[src/rtl/instr_decoder_pipe.sv]
// Instruction register plus decoder for the 8-bit microprocessor, with
// stall/flush/valid handling and saturating instruction and watch counters.
module instr_decoder_pipe #(
  parameter int         CNT_W      = 16,
  parameter logic [7:0] WATCH_OP   = 8'hC8,
  parameter logic [7:0] WATCH_MASK = 8'hFF
) (
  input  logic             clk,
  input  logic             sync_reset,
  input  logic [7:0]       next_instr,
  input  logic             stall,
  input  logic             flush,
  input  logic             cnt_clr,
  output logic [7:0]       ir,
  output logic             valid,
  output logic [3:0]       ir_nibble,
  output logic [3:0]       source_sel,
  output logic [8:0]       reg_en,
  output logic             i_sel,
  output logic             x_sel,
  output logic             y_sel,
  output logic             jmp,
  output logic             jmp_nz,
  output logic             watch_hit,
  output logic [CNT_W-1:0] instr_count,
  output logic [CNT_W-1:0] watch_count
);

  localparam logic [CNT_W-1:0] CNT_ONE = 1;
  localparam logic [CNT_W-1:0] CNT_MAX = '1;

  logic [7:0]       ir_q, ir_d;
  logic             valid_q, valid_d;
  logic [CNT_W-1:0] instr_count_q, instr_count_d;
  logic [CNT_W-1:0] watch_count_q, watch_count_d;

  logic       exec, hit;
  logic       is_li, is_mov, is_alu;
  logic [2:0] dst, src;
  logic [8:0] raw_en;

  assign exec   = valid_q & ~stall & ~sync_reset;
  assign is_li  = ~ir_q[7];
  assign is_mov = (ir_q[7:6] == 2'b10);
  assign is_alu = (ir_q[7:5] == 3'b110);
  assign dst    = is_li ? ir_q[6:4] : ir_q[5:3];
  assign src    = ir_q[2:0];
  assign hit    = exec & ((ir_q & WATCH_MASK) == (WATCH_OP & WATCH_MASK));

  always_comb begin
    raw_en = 9'h000;
    if (is_li || is_mov) begin
      case (dst)
        3'd0: raw_en[0] = 1'b1;
        3'd1: raw_en[1] = 1'b1;
        3'd2: raw_en[2] = 1'b1;
        3'd3: raw_en[3] = 1'b1;
        3'd4: raw_en[8] = 1'b1;
        3'd5: raw_en[5] = 1'b1;
        3'd6: raw_en[6] = 1'b1;
        default: begin
          // A dm write post-increments i
          raw_en[7] = 1'b1;
          raw_en[6] = 1'b1;
        end
      endcase
    end
    if (is_mov && (src == 3'd7)) raw_en[6] = 1'b1;
    if (is_alu) raw_en[4] = 1'b1;
  end

  always_comb begin
    if (sync_reset)                     source_sel = 4'd10;
    else if (is_li)                     source_sel = 4'd8;
    else if (is_mov && (src == 3'd4))   source_sel = 4'd4;
    else if (is_mov && (dst == src))    source_sel = 4'd9;
    else                                source_sel = {1'b0, src};
  end

  always_comb begin
    ir_d    = ir_q;
    valid_d = valid_q;
    if (flush) begin
      ir_d    = next_instr;
      valid_d = 1'b0;
    end else if (!stall) begin
      ir_d    = next_instr;
      valid_d = 1'b1;
    end
  end

  // A clear coinciding with an executing instruction wins; that one is not counted
  always_comb begin
    instr_count_d = instr_count_q;
    watch_count_d = watch_count_q;
    if (cnt_clr) begin
      instr_count_d = '0;
      watch_count_d = '0;
    end else begin
      if (exec && (instr_count_q != CNT_MAX)) instr_count_d = instr_count_q + CNT_ONE;
      if (hit && (watch_count_q != CNT_MAX))  watch_count_d = watch_count_q + CNT_ONE;
    end
  end

  always_ff @(posedge clk) begin
    if (sync_reset) begin
      ir_q          <= 8'h00;
      valid_q       <= 1'b0;
      instr_count_q <= '0;
      watch_count_q <= '0;
    end else begin
      ir_q          <= ir_d;
      valid_q       <= valid_d;
      instr_count_q <= instr_count_d;
      watch_count_q <= watch_count_d;
    end
  end

  assign ir          = ir_q;
  assign valid       = valid_q;
  assign ir_nibble   = ir_q[3:0];
  assign reg_en      = sync_reset ? 9'h1FF : (exec ? raw_en : 9'h000);
  assign i_sel       = ~sync_reset & ~((is_li || is_mov) && (dst == 3'd6));
  assign x_sel       = ~sync_reset & is_alu & ir_q[4];
  assign y_sel       = ~sync_reset & is_alu & ir_q[3];
  assign jmp         = exec & (ir_q[7:4] == 4'hE);
  assign jmp_nz      = exec & (ir_q[7:4] == 4'hF);
  assign watch_hit   = hit;
  assign instr_count = instr_count_q;
  assign watch_count = watch_count_q;

endmodule

[config.mk]
export PLATFORM = sky130hd
export DESIGN_NAME = instr_decoder_pipe
export DESIGN_NICKNAME = d
export VERILOG_FILES = /design/src/rtl/instr_decoder_pipe.sv
export SDC_FILE = /design/constraint.sdc
export NUM_CORES = 1
export LEC_CHECK = 0
export CAP_MARGIN = 30
export CORE_MARGIN = 10
export CORE_UTILIZATION = 46
export DETAILED_ROUTE_END_ITERATION = 8
export HOLD_SLACK_MARGIN = 0.1
export PLACE_DENSITY = 0.88
export SLEW_MARGIN = 40
export SYNTH_ARGS = -nofsm -noshare
export SYNTH_HDL_FRONTEND = slang
export SYNTH_SLANG_ARGS = --single-unit
[constraint.sdc]
create_clock -name clk -period 1.9 [get_ports clk]
set_input_delay 0.475 -clock clk [delete_from_list [all_inputs] [get_ports clk]]
set_output_delay 0.475 -clock clk [all_outputs]
set_load 0.01 [all_outputs]
---- Word level (Yosys, flattened, before mapping) ----
Index checks and enable logic that the tools add are counted.
storage, ports and cells
  output and inout port bits .............. 64
  input bits .............................. 13
  register bits ........................... 41
operators by class
  reduce and logical (&&, ||, !) cells .... 12
  muxes and demuxes ....................... 21
  equality and inequality tests ........... 17
  bitwise logic cells ..................... 13
  add/subtract/negate cells ............... 2
operators by type and width
  kind                     count
  $add A16 B1 Y16 const B  2
  $ne A16 B16 Y1 const B   2
  $mux W4                  6
  $eq A3 B3 Y1 const B     6
  $mux W9                  2
  $mux W8                  2
  $mux W1                  10
  $and A1 B1 Y1            9
  $eq A4 B4 Y1 const B     2
  $eq A8 B8 Y1 const B     1
  $reduce_or A7 Y1         1
  $eq A3 B2 Y1 const B     2
  $logic_and A1 B1 Y1      6
  $reduce_or A6 Y1         1
  $not A1 Y1               4
  $reduce_or A2 Y1         2
  $eq A3 B1 Y1 const B     1
  $eq A3 B3 Y1             1
  $logic_not A3 Y1         1
  $mux W3                  1
  $eq A2 B2 Y1 const B     1
  $ne A2 B1 Y1 const B     1
  $logic_or A1 B1 Y1       1

---- Depth between registers and ports, before layout ----
  depth after elaboration ................. 8
  mapped depth ............................ 7

---- Worst setup path after synthesis ----
No wires, ideal clock.
  path type ............................... register to output
  start point ............................. register ir_q[2] (netlist: ir[2])
  end point ............................... output source_sel[2]
  slack ................................... -0.185 ns
  stages on the path, launching flop included .. 6
  data arrival time ....................... 1.610 ns
  cell sequence ........................... dfxtp_1 -> or3b_2 -> a31o_2 -> nor2_1 -> o21ai_0 -> nor2_1
on the way
  cells in the longest elaborated chain, start to end .. 6
  elaborated cells between the ends (all ways) .. 8
  those cells by class .................... eq/ne: 2; mux: 4; reduce/logical: 2
RTL lines
  what                    line  source
  start, declared         32    logic [7:0] ir_q, ir_d;
  start signal, assigned  112   ir_q <= ir_d;
  $eq A3 B3 Y1            76    else if (is_mov && (dst == src)) source_sel = 4'd9;
  $logic_and A1 B1 Y1     76
  $mux W4                 76
  $mux W4 *               75    else if (is_mov && (src == 3'd4)) source_sel = 4'd4;
  $mux W4 *               74    else if (is_li) source_sel = 4'd8;
  $mux W4 *               73    if (sync_reset) source_sel = 4'd10;
  end, declared           17    output logic [3:0] source_sel,
Mark *: on every way between the ends. The rest lies on a longest branch, timed or not.

---- Worst setup path after layout ----
Ends and elaborated chain as after synthesis.

==> impl_metrics.json <==
{
  "outcome": "complete, but fails checks",
  "violations": "setup timing",
  "synthAdderAreaFrac_pct": 1.07,
  "path_clk_slew_ns": 0.08,
  "synth_area_per_cell_um2": 8.01,
  "cap_violations": 0,
  "setup_tns_ns": -1.88,
  "synth_compound_area_share_pct": 13.9,
  "synth-edff-count": 0,
  "synth_most_common_cell": "nor2_1",
  "hold_viol": 0,
  "dieArea_mm2": 0.00832,
  "syn-cell-area_mm2": 0.00233,
  "cts_sinks": 41,
  "routedWlPerCell_um": 20.6,
  "grt_use_total_pct": 18.8,
  "path_class": "reg -> out",
  "crit_chain": "or3b_4 > a31o_4 > nor2_4 > o21ai_2 > nor2_2 > buf_2",
  "fill_cells": 289,
  "relSlewSlack_pct": 72.5,
  "synthSimpleGateAreaFrac_pct": 34.0,
  "drt-vias-per-instance": 6.01,
  "top_layer_used": "met4",
  "row_count": 25,
  "worst_setup_path_start_kind": "register",
  "period_needed_ns": 2.11,
  "synth_area_leaders": "dfxtp_1 35%, xnor2_1 7.9%, nor2_1 7.7%",
  "io_pins": 77,
  "cp-end-kind": "output pin",
  "syn_nets": 306,
  "dpl.hpwl_mm": 6.00,
  "fp.dieH_um": 91.2,
  "antenna_found_initial": 0,
  "ys_seq_elements": 41,
  "seq_area_frac_synth_pct": 35.2,
  "peakVddDrop_mv": 0.351,
  "routabilityCongestion": 0.958,
  "synth.largest_area_cell": "dfxtp_1",
  "cts_tree": "built",
  "synth-main-ff-cell": "dfxtp_1",
  "dpl_cell_area_mm2": 0.00351,
  "multi_input_comb_area_mm2": 0.00165,
  "cts_made_buffers": 5,
  "grt_max_degree": 15,
  "drt_iter0_drc": 306,
  "met2_wirelength_mm": 5.21,
  "clock_latency_ns": 0.30,
  "port_buffers": 76,
  "skew_ns": 0.00710,
  "synth-async-reset-ratio_pct": 0,
  "drc_errors": 0,
  "ys_warn_count": 0,
  "grt_pass1_wl_mm": 13.1,
  "synth_top_family_by_area": "simple AND/OR/NAND/NOR gates",
  "fin_util_pct": 84.1,
  "final_area_mm2": 0.00405,
  "grt_overflow_total": 0,
  "nets": 441,
  "start_util_pct": 48.4,
  "slowest_delay_ns": 0.38,
  "syn2layout_area_growth_pct": 73.7,
  "regArea_um2": 847,
  "wl_met1_mm": 3.65,
  "crit_buf_inv": 1,
  "slew_violations": 0,
  "root_buffer": "clkbuf_8",
  "worst_path_max_delay_cell": "or3b_4",
  "detail-route-antenna-nets": 0,
  "cp.required_ns": 1.42,
  "synthTopCellsByCount": "48 x nor2_1, 41 x dfxtp_1, 21 x xnor2_1",
  "dp.cells": 470,
  "netlist.area_leader.share_pct": 35.2,
  "fmax_mhz": 474,
  "drive_gt1_share_pct": 37.9,
  "hp-class": "in -> reg",
  "layout_setup_ws_ns": -0.211,
  "powerDensity_mw_per_mm2": 500,
  "power_leakage_nw": 1.64,
  "synth_cell_type_count": 53,
  "fin_cells": 494,
  "fin_crit_sh_pct": 111,
  "vias": 2971,
  "num_antenna_cells": 0,
  "drtPass1Iterations": 5,
  "place_ws_ns": -0.788,
  "die_width_um": 91.2,
  "tightest_slew_ns": 0.411,
  "muxShareOfSynthArea_pct": 2.15,
  "syn_inst": 291,
  "htree_levels": 2,
  "cp.arrival_ns": 1.64,
  "synth_xor_area_share_pct": 8.26,
  "grt_pass1_vias": 2702,
  "clock_path_buffers": 2,
  "wl_met3_um": 786,
  "rsz0062_at_grt": "yes",
  "cp_top_family": "simple AND/OR/NAND/NOR gates",
  "finalWirelength_mm": 10.2,
  "fp.coreArea_mm2": 0.00482,
  "path_max_fanout": 2,
  "setup_viol": 18
}
[per-stage QoR]
stage          power (mW)  hold slack (ns)
2_1_floorplan        1.03            0.491
3_3_place_gp         1.21            0.486
3_5_place_dp         1.21            0.496
4_1_cts              1.94            0.523
5_1_grt              2.07            0.541
6_report             2.02            0.538
[metal layers]
layer	GRT usage, %	vias to the layer above
met4	6.92	0
met3	4.03	61
li1	-	1312
met1	20.0	1397
met2	35.3	201
met5	0	-
[sequential cells by signal, indices dropped and copies added, names as in the netlist]
register / count
valid: 1
ir: 8
instr_count: 16
watch_count: 16
[power breakdown]
part | internal, mW | total [mW] | switching (mW) | leakage [nW]
Sequential | 0.869 | 0.889 | 0.0193 | 0.338
Clock | 0.394 | 0.725 | 0.331 | 0.0543
Combinational | 0.211 | 0.411 | 0.200 | 1.24
[cell usage in the layout, fill, tap and decap left out, types with 6 or more instances in the layout]
master            n
buf_2            16
nor3_1            8
nor2_1           45
buf_4            52
nand4_1          11
inv_1             8
clkdlybuf4s50_1  50
xnor2_1          19
and3_1            6
nand3_1          14
a21oi_1          11
buf_6            12
dfxtp_2           6
o21ai_0           6
nand2_1          15
dfxtp_1          30
[area by class of cell]
type,count,share of cell area (%)
repair inverters,1,0.185
well taps,67,2.07
multi-input cells,223,40.6
flip-flops and latches,41,20.9
repair buffers,144,32.3
clock inverters,3,1.14
inverters,10,1.02
clock buffers,5,1.70
[what timing repair did]
action | in CTS | in global routing
hold buffers | 0 | 0
resized for setup | 110 | 73
endpoints found under the setup margin | 42 | 32
pin swaps | 10 | 30
gates cloned | 1 | 2
setup buffers | 1 | 12
hold endpoints to repair | 0 | 0
[final timing paths]
kind / start / end / slack, ns / cells past startpoint
max: ir[2] / source_sel[2] / -0.21 / 6
min: sync_reset / valid / 0.54 / 3
max reg2reg: ir[2] / watch_count[2] / -0.01 / 9
min reg2reg: watch_count[15] / watch_count[15] / 0.54 / 2
[worst min-delay path, stage by stage]
cell,delay [ns]
buf_2,0.14
buf_6,0.13
a211oi_1,0.05
[kinds of logic (layout without fill, tap and decap cells)]
group / count (synthesis) / after routing
fa+ha+maj: 2 / 2
flops: 41 / 41
compound gates: 50 / 50
buf+inv: 27 / 163
simple gates: 144 / 144
xor+xnor: 22 / 22
mux: 5 / 5
(Power assumes the default switching activity.)
